$ cat src/rtl/peripheral_timer_bus_pkg.sv
// rtl/peripheral_timer_bus_pkg.sv - shared constants for the peripheral timer bus block
package peripheral_timer_bus_pkg;

    // Byte offsets of the registers from the window base.
    localparam logic [31:0] OFS_TH      = 32'h00;
    localparam logic [31:0] OFS_TL      = 32'h04;
    localparam logic [31:0] OFS_TCON    = 32'h08;
    localparam logic [31:0] OFS_LED     = 32'h0C;
    localparam logic [31:0] OFS_SWITCH  = 32'h10;
    localparam logic [31:0] OFS_DIGI    = 32'h14;
    localparam logic [31:0] OFS_SYSTICK = 32'h18;

    // TCON bit positions.
    localparam int TCON_EN = 0;
    localparam int TCON_IE = 1;
    localparam int TCON_ST = 2;

    // Register widths.
    localparam int TIMER_W = 32;
    localparam int TCON_W  = 3;
    localparam int LED_W   = 8;
    localparam int SW_W    = 8;
    localparam int DIGI_W  = 12;
    localparam int TICK_W  = 32;

endpackage

$ cat src/rtl/peripheral_timer_bus_timer.sv
// rtl/peripheral_timer_bus_timer.sv - reloadable 32-bit timer with interrupt status
//
// Ports:
//   clk, reset           clock, synchronous active-high reset
//   wr_th, wr_tl, wr_tcon decoded write strobes
//   wdata                write data
//   th, tl, tcon         current register state
//   irqout               interrupt request (irq_en & irq_status)
module periph_timer
    import peripheral_timer_bus_pkg::*;
(
    input  logic               clk,
    input  logic               reset,
    input  logic               wr_th,
    input  logic               wr_tl,
    input  logic               wr_tcon,
    input  logic [31:0]        wdata,
    output logic [TIMER_W-1:0] th,
    output logic [TIMER_W-1:0] tl,
    output logic [TCON_W-1:0]  tcon,
    output logic               irqout
);

    logic overflow;
    logic set_status;

    assign overflow   = tcon[TCON_EN] && (tl == {TIMER_W{1'b1}});
    assign set_status = overflow && tcon[TCON_IE];

    always_ff @(posedge clk) begin
        if (reset) begin
            th   <= '0;
            tl   <= '0;
            tcon <= '0;
        end else begin
            if (wr_th) begin
                th <= wdata;
            end

            // A CPU write to TL beats both increment and reload.
            if (wr_tl) begin
                tl <= wdata;
            end else if (tcon[TCON_EN]) begin
                tl <= overflow ? th : tl + 1'b1;
            end

            if (wr_tcon) begin
                tcon[TCON_EN] <= wdata[TCON_EN];
                tcon[TCON_IE] <= wdata[TCON_IE];
                // An overflow in the same cycle keeps the status set so no
                // interrupt is lost to a racing software clear.
                tcon[TCON_ST] <= wdata[TCON_ST] | set_status;
            end else if (set_status) begin
                tcon[TCON_ST] <= 1'b1;
            end
        end
    end

    assign irqout = tcon[TCON_IE] & tcon[TCON_ST];

endmodule

$ cat src/rtl/peripheral_timer_bus.sv
// rtl/peripheral_timer_bus.sv - memory-mapped timer, LED, digit-tube, switch and systick block
//
// Ports:
//   clk, reset   clock, synchronous active-high reset
//   rd, wr       peripheral read / write enables
//   addr, wdata  byte address and write data
//   rdata        combinational read data (0 when rd=0 or unmapped)
//   switch_in    asynchronous board switches
//   led, digi    output registers
//   irqout       timer interrupt request
module peripheral_timer_bus
    import peripheral_timer_bus_pkg::*;
#(
    parameter logic [31:0] BASE_ADDR   = 32'h40000000,
    parameter int          SYNC_STAGES = 2
) (
    input  logic              clk,
    input  logic              reset,
    input  logic              rd,
    input  logic              wr,
    input  logic [31:0]       addr,
    input  logic [31:0]       wdata,
    output logic [31:0]       rdata,
    input  logic [SW_W-1:0]   switch_in,
    output logic [LED_W-1:0]  led,
    output logic [DIGI_W-1:0] digi,
    output logic              irqout
);

    // Word address: the two byte-select bits drop out of the compare.
    logic [31:0] word_addr;
    assign word_addr = addr >> 2;

    function automatic logic hit(input logic [31:0] word, input logic [31:0] ofs);
        return word == ((BASE_ADDR >> 2) + (ofs >> 2));
    endfunction

    logic hit_th, hit_tl, hit_tcon, hit_led, hit_switch, hit_digi, hit_systick;
    assign hit_th      = hit(word_addr, OFS_TH);
    assign hit_tl      = hit(word_addr, OFS_TL);
    assign hit_tcon    = hit(word_addr, OFS_TCON);
    assign hit_led     = hit(word_addr, OFS_LED);
    assign hit_switch  = hit(word_addr, OFS_SWITCH);
    assign hit_digi    = hit(word_addr, OFS_DIGI);
    assign hit_systick = hit(word_addr, OFS_SYSTICK);

    logic [TIMER_W-1:0] th;
    logic [TIMER_W-1:0] tl;
    logic [TCON_W-1:0]  tcon;

    periph_timer u_timer (
        .clk     (clk),
        .reset   (reset),
        .wr_th   (wr && hit_th),
        .wr_tl   (wr && hit_tl),
        .wr_tcon (wr && hit_tcon),
        .wdata   (wdata),
        .th      (th),
        .tl      (tl),
        .tcon    (tcon),
        .irqout  (irqout)
    );

    logic [TICK_W-1:0] systick;
    logic [SW_W-1:0]   sync_q [SYNC_STAGES];

    always_ff @(posedge clk) begin
        if (reset) begin
            led     <= '0;
            digi    <= '0;
            systick <= '0;
            for (int i = 0; i < SYNC_STAGES; i++) begin
                sync_q[i] <= '0;
            end
        end else begin
            if (wr && hit_led) begin
                led <= wdata[LED_W-1:0];
            end
            if (wr && hit_digi) begin
                digi <= wdata[DIGI_W-1:0];
            end
            systick   <= systick + 1'b1;
            sync_q[0] <= switch_in;
            for (int i = 1; i < SYNC_STAGES; i++) begin
                sync_q[i] <= sync_q[i-1];
            end
        end
    end

    always_comb begin
        rdata = '0;
        if (rd) begin
            if (hit_th)           rdata = th;
            else if (hit_tl)      rdata = tl;
            else if (hit_tcon)    rdata = {{(32-TCON_W){1'b0}}, tcon};
            else if (hit_led)     rdata = {{(32-LED_W){1'b0}}, led};
            else if (hit_switch)  rdata = {{(32-SW_W){1'b0}}, sync_q[SYNC_STAGES-1]};
            else if (hit_digi)    rdata = {{(32-DIGI_W){1'b0}}, digi};
            else if (hit_systick) rdata = systick;
        end
    end

endmodule

$ cat config.mk
export PLATFORM = sky130hd
export DESIGN_NAME = peripheral_timer_bus
export DESIGN_NICKNAME = d
export VERILOG_FILES = /design/src/rtl/peripheral_timer_bus_pkg.sv /design/src/rtl/peripheral_timer_bus_timer.sv /design/src/rtl/peripheral_timer_bus.sv
export SDC_FILE = /design/constraint.sdc
export NUM_CORES = 1
export LEC_CHECK = 0
export ABC_CLOCK_PERIOD_IN_PS = 2900
export CAP_MARGIN = 10
export CORE_MARGIN = 3
export CORE_UTILIZATION = 34
export CTS_CLUSTER_DIAMETER = 100
export CTS_CLUSTER_SIZE = 20
export DETAILED_ROUTE_END_ITERATION = 16
export PLACE_DENSITY = 0.56
export SYNTH_ARGS = -nofsm -noshare
export SYNTH_HDL_FRONTEND = slang
export SYNTH_SLANG_ARGS = --single-unit
$ cat constraint.sdc
create_clock -name clk -period 2.9 [get_ports clk]
set_clock_uncertainty 0.15 [all_clocks]
set_input_delay 0.58 -clock clk [delete_from_list [all_inputs] [get_ports clk]]
set_output_delay 0.58 -clock clk [all_outputs]
set_load 0.05 [all_outputs]
==> out/qor.yml, run 1 <==
power_and_ir_drop:
  leakage_nw: 3.667
  peakVddDrop_mv: 0.3402
  p_per_area_nw_per_um2: 411.0
clocking:
  cts_buffers: 17
  cts.sinks: 135
  h-tree-depth: 4
  clk_path_buf_depth: 2
  tritoncts: "built"
  clk_pin_slew_ps: 60
  cts-root-buf: "clkbuf_16"
  insertion_delay_ps: 420
placement:
  hpwl_mm: 16.69
  place_congestion: 0.8627
  io_buffers: 126
die:
  die_area_um2: 23490
  start_util: 0.3485
  std_cell_rows: 53
  fp.dieH_um: 153.3
  fp.dieW_um: 153.3
  coreArea_um2: 21150
  io_pins: 129
critical_path:
  slowest_delay_ps: 310
  critPathArrivalTime_ps: 2100
  cp_max_fo: 7
  startpoint_type: "input pin"
  crit_required_ps: 2170
  path_cells: "clkdlybuf4s15_1 > nor4_2 > nand3_2 > nor2_4 > nand2_8 > buf_12 > a21oi_4 > buf_12"
  end_kind: "primary output"
  crit_top_cell: "buf_12"
  crit_type: "input pin to primary output"
  crit_slowest_cell: "nor4_2"
synth:
  synth_edf_count: 0
  yosys.area_share.xor_xnor: 0.05346
  synth_top_family_by_area: "simple AND/OR/NAND/NOR gates"
  ys_seq_area_frac: 0.3666
  syn_nets: 1016
  muxShareOfSynthArea: 0.09844
  async_reset_ff_frac: 0
  syn_area_um2: 7372
  synth_seq_cells: 135
  synth_simple_gate_area_share: 0.2841
  synth_compound_area_frac: 0.1460
  synth_fa_ha_area_frac: 0.003394
  synthFlopType: "dfxtp_1"
  netlist_instances: 938
  yosysWarnings: 0
  synth_cell_types: 56
  synth.avg_cell_area_um2: 7.859
drt:
  highest_layer: "met4"
  drtIter0Drc: 555
  wl_met3_mm: 1.084
  dr_wl_met2_mm: 11.20
  drtPass1Iterations: 4
  ant_nets: 0
  drt_wl_total_mm: 23.68
  wl_met1_mm: 11.09
  route.vias.total: 7265
  wl_per_cell_um: 17.24
  vias_per_cell: 5.287
  drc: 0
sta:
  holdWs_ps: 285.6
  maxSlewViolCount: 0
  tns_ps: 0
  post-route-period-util: 0.9749
  worst-slew-pin-transition_ps: 555.9
  setup_viol: 0
  fin_crit_ps: 2827
  slew_headroom: 0.6283
  hold_viol: 0
  fmaxAchievable_mhz: 353.7
global_routing:
  grt_pass1_wl_mm: 37.88
  antenna_found_initial: 0
  grt_max_degree: 48
  gr-total-overflow: 0
  track_usage: 0.1990
  grt_pass1_vias: 7030
layout:
  n_antenna_cell: 0
  area_delta_synth_final_pct: 44.13
  nets: 1164
  utilization: 0.5023
  layout-drive-gt1-share: 0.1965
min_path:
  hold_class: "register to register"
run_status:
  status: "finished, final reports clean"
job:
  drv_cap: 0
==> cell type report <==
cell class | count | area [um2]
clock buffers | 18 | 439.2
fillers | 1987 | 10530
multi-input cells | 719 | 4666
flip-flops and latches | 135 | 2703
repair buffers | 197 | 2251
inverters | 16 | 60.06
well taps | 275 | 344.1
clock inverters | 14 | 162.7
==> flip-flops by register name, indices dropped and copies added, names as in the netlist <==
name,flops
u_timer.tcon,3
led,8
sync_q,16
systick,32
digi,12
u_timer.th,32
u_timer.tl,32
==> Yosys cell counts (all sizes together) (4+ instances only) <==
master | instances | area [um2]
a211o | 4 | 35.03
a211oi | 10 | 75.07
a21oi | 77 | 385.4
a221oi | 5 | 43.79
a22o | 8 | 70.07
a22oi | 7 | 52.55
a31oi | 12 | 75.07
and2 | 6 | 37.54
and3 | 14 | 87.58
and4 | 7 | 61.31
buf | 21 | 116.4
clkbuf | 47 | 177.7
dfxtp | 135 | 2703
inv | 16 | 60.06
mux2 | 4 | 45.04
mux2i | 68 | 680.7
nand2 | 119 | 449.2
nand2b | 4 | 25.02
nand3 | 31 | 160.1
nand3b | 5 | 37.54
nand4 | 26 | 183.9
nor2 | 132 | 495.5
nor2b | 24 | 150.1
nor3 | 28 | 145.1
nor4 | 15 | 130.1
o211ai | 7 | 52.55
o21ai | 13 | 65.06
o221ai | 7 | 61.31
o22a | 4 | 35.03
o22ai | 6 | 37.54
or3 | 11 | 68.82
xnor2 | 28 | 245.2
xor2 | 17 | 148.9
==> layer usage <==
| metal | global-route usage | up-vias |
|---|---|---|
| met2 | 0.3275 | 169 |
| met3 | 0.03171 | 24 |
| met1 | 0.2726 | 3466 |
| met5 | 0 | - |
| met4 | 0.05134 | 0 |
| li1 | - | 3606 |
==> repair_timing <==
| action | in CTS | in global routing |
|---|---|---|
| setup buffers | 3 | 2 |
| hold buffers | 0 | 0 |
| gates cloned | 4 | 0 |
| setup endpoints to repair | 32 | 32 |
| pin swaps | 3 | 15 |
| resized for setup | 113 | 41 |
==> critical path: cells and delay by family <==
family          cells  cell delay, ps
compound gates      1             150
buf+inv             3             530
simple gates        4             810
==> where the power goes <==
group / internal [mW] / switching [mW] / total (mW)
sequential: 1.87 / 0.0116 / 1.88
combinational: 0.142 / 0.142 / 0.284
clock: 1.31 / 0.894 / 2.20
==> metrics by stage <==
step | std cells | cell area [um2] | power (mW) | setup slack, ps
6_report | 1374 | 10630 | 4.367 | 72.85
3_5_place_dp | 1334 | 9598 | 2.205 | -299.8
4_1_cts | 1373 | 10640 | 4.404 | -71.44
2_1_floorplan | 938 | 7388 | 2.018 | -3.174
5_1_grt | 1374 | 10630 | 4.507 | -6.697
3_3_place_gp | 1334 | 9598 | 2.205 | -282.2
==> logic make-up after synthesis <==
group           Yosys count
flops                   135
compound gates          170
fa+ha+maj                 2
buf+inv                  84
mux                      72
xor+xnor                 45
simple gates            430
==> worst paths after layout <==
path	startpoint	end	slack, ps	cells past startpoint
worst max-delay path	addr[22]	rdata[0]	70	8
worst min-delay path	sync_q[0][5]	sync_q[0][13]	290	1
worst max register to register	u_timer.tl[0]	u_timer.tl[3]	360	8
worst min register to register	sync_q[0][5]	sync_q[0][13]	290	1
==> cell usage in the layout (no fill, tap or decap), drive strengths merged, types with 7 or more instances in the layout <==
cell type      netlist  layout
nor4                15      15
nand4               26      26
or3                 11      11
clkbuf              47      31
dfxtp              135     135
nand3               31      31
nor2               132     132
a211oi              10      10
o21ai               13      13
clkdlybuf4s15        0       7
mux2i               68      68
xnor2               28      28
nand2              119     119
clkdlybuf4s50        0      63
o211ai               7       7
a31oi               12      12
a22oi                7       7
a21oi               77      77
nor2b               24      24
and4                 7       7
buf                 21     106
inv                 16      21
and3                14      14
xor2                17      17
a22o                 8       8
nor3                28      28
o221ai               7       7
Note: power is estimated with default switching activity, not from simulation.
==> inputs of run 2 (changes only) <==
CORE_MARGIN = 4   (was 3)
CTS_CLUSTER_DIAMETER = not set   (was 100)
==> run 2 against run 1 <==
Cell count decreased by 0.29%; count of clock-buffer cells in the layout decreased by 1; maximum frequency increased by 0.71%; wire length increased by 0.49%; critical path depth increased by 1; register-to-register slack got worse by 30 ps; non-clock buffer count decreased by 4; sequential power about the same; die area increased by 2.6%; core utilization decreased by 0.37 points; total power increased by 2.8%; largest cell class unchanged; largest power group unchanged.
==> out/qor.yml, run 2 (synthesis results as in run 1) <==
placement:
  dp.cells: 1330  # -0.30%
  io_buffers: 126  # unchanged
  place_congestion: 0.8487  # -1.6%
  hpwl_mm: 16.77  # +0.51%
  postPlaceCellArea_um2: 9568  # -0.31%
layout:
  final-seq-area_um2: 2703  # unchanged
  design_area_um2: 10550  # -0.73%
  layout-drive-gt1-share: 0.1945  # -0.002022
  nets: 1160  # -0.34%
  top_regs: "systick x32, u_timer.th x32, u_timer.tl x32"
  final_common_cell: "dfxtp_1"
  n_antenna_cell: 0  # unchanged
  stdcell_count: 1370  # -0.29%
  multi_input_area_um2: 4597  # -1.5%
  area_delta_synth_final_pct: 43.08
  final_cell_mix: "135 x dfxtp_1, 117 x nand2_1, 101 x nor2_1"
  fill_cells: 2022  # +1.8%
global_routing:
  grt_pass1_wl_mm: 38.15  # +0.71%
  grt_pass1_vias: 6989  # -0.58%
  antenna_found_initial: 1  # +1
  top_usage_layer: "met2"
  grt_max_degree: 49  # +2.1%
  track_usage: 0.1974  # -0.001595
  grt_util_met1: 0.2692  # -0.003415
  use_met3: 0.03839  # +0.006677
  gr-total-overflow: 0  # unchanged
  grt_use_met2: 0.3162  # -0.01131
critical_path:
  cp_max_fo: 5  # -2
  rr_worst_depth: 8  # unchanged
  end_kind: "primary output"
  startpoint_type: "input pin"
  r2r-start: "u_timer.tl[0]"
  r2r_slack_ps: 330  # -30 ps
  critPathArrivalTime_ps: 2080  # -20 ps
  crit_required_ps: 2170  # about the same
  r2r_end: "u_timer.tl[23]"
  crit_type: "input pin to primary output"
sta:
  fin_crit_ps: 2807  # -19.97 ps
  fmaxAchievable_mhz: 356.2  # +0.71%
  hold_viol: 0  # unchanged
  slew_headroom: 0.6029  # -0.02546
  holdWs_ps: 285.6  # +0.04800 ps
  post-route-period-util: 0.9680  # -0.006886
  rsz0062_at_grt: "no"
  worst-slew-pin-transition_ps: 593.9  # +38.08 ps
  setup_viol: 0  # unchanged
  maxSlewViolCount: 0  # unchanged
drt:
  drtIter0Drc: 487  # -12%
  drt_wl_total_mm: 23.80  # +0.49%
  wl_per_cell_um: 17.37  # +0.79%
  drtPass1Iterations: 5  # +1
  drc: 0  # unchanged
  route.vias.total: 7249  # -0.22%
  vias_per_cell: 5.291  # about the same
  ant_nets: 0  # unchanged
die:
  start_util: 0.3485  # unchanged
  std_cell_rows: 53  # unchanged
  die_area_um2: 24100  # +2.6%
  fp.dieW_um: 155.3  # +1.3%
  fp.dieH_um: 155.3  # +1.3%
  io_pins: 129  # unchanged
  coreArea_um2: 21150  # unchanged
clocking:
  cts.sinks: 135  # unchanged
  cts_buffers: 17  # unchanged
  clk_pin_slew_ps: 60  # about the same
  insertion_delay_ps: 430  # about the same
  holdBufCountCts: 0  # unchanged
  h-tree-depth: 4  # unchanged
  clk_path_buf_depth: 2  # unchanged
  cts-root-buf: "clkbuf_16"
  tritoncts: "built"
job:
  drv_cap: 0  # unchanged
power_and_ir_drop:
  p_int_mw: 3.399  # +2.4%
  report.power.total_mw: 4.488  # +2.8%
  switching_share: 0.2427  # +0.002733
  peakVddDrop_mv: 0.3902  # +15%
  leakage_nw: 3.659  # -0.21%
  clockPowerShare: 0.519  # +0.014
  pwr-share-seq: 0.419  # -0.011
  p_per_area_nw_per_um2: 425.5  # +3.5%
  combPwrFrac: 0.062  # -0.003
  p_sw_mw: 1.089  # +4.0%
min_path:
  min_delay_path_depth: 1  # unchanged
  min_from: "sync_q[0][0]"
  hold_class: "register to register"
  holdPathEnd: "sync_q[0][8]"
run_status:
  status: "finished, final reports clean"
run 2: routing by layer:
metal	share of wire	wire [um]
met5	0	0
met4	0.015	368
met3	0.048	1154
met2	0.47	11140
met1	0.47	11140
run 2: timing repair:
item                       4_1_cts  5_1_grt
setup buffers                    5        0
setup endpoints to repair       32       32
cloned                           3        0
gates resized for setup        109       33
pin swaps                       10       24
run 2: layout make-up:
cell class,count,area share
flip-flops and latches,135,0.2562
multi-input cells,719,0.4358
clock buffers,17,0.04033
inverters,16,0.005694
clock inverters,15,0.01922
repair buffers,193,0.2101
well taps,275,0.03262
run 2: metrics by stage:
step	utilization	TNS (ps)	worst slack (ps)
2_1_floorplan	-	-25.39	-3.174
3_3_place_gp	0.4523	-8329	-250.5
3_5_place_dp	0.4523	-8360	-271.3
4_1_cts	0.4997	0	0.2751
5_1_grt	0.4986	0	3.365
6_report	0.4986	0	92.82
run 2: how the worst max path moves through the flow:
stage	cells after the start	endpoint	from
floorplan	6	rdata[13]	addr[2]
global placement	8	rdata[25]	addr[12]
detailed placement	8	rdata[19]	addr[17]
CTS	9	rdata[30]	addr[13]
global route	9	rdata[17]	addr[20]
finish	9	rdata[3]	addr[5]
run 2: power by group through the flow:
stage	clock [mW]	sequential [mW]	combinational, mW
after floorplan	0	1.92	0.102
after detailed placement	0	1.92	0.285
after CTS	2.37	1.88	0.280
after global placement	0	1.92	0.284
final	2.33	1.88	0.279
after global routing	2.46	1.88	0.301
run 2: critical path: stages:
cell and delay, ps:
clkbuf_2 100, nor4_2 280, nand4_1 210, nor2_2 230, nand2_4 130, buf_12 160, buf_16 140, nor2_4 110
buf_12 140
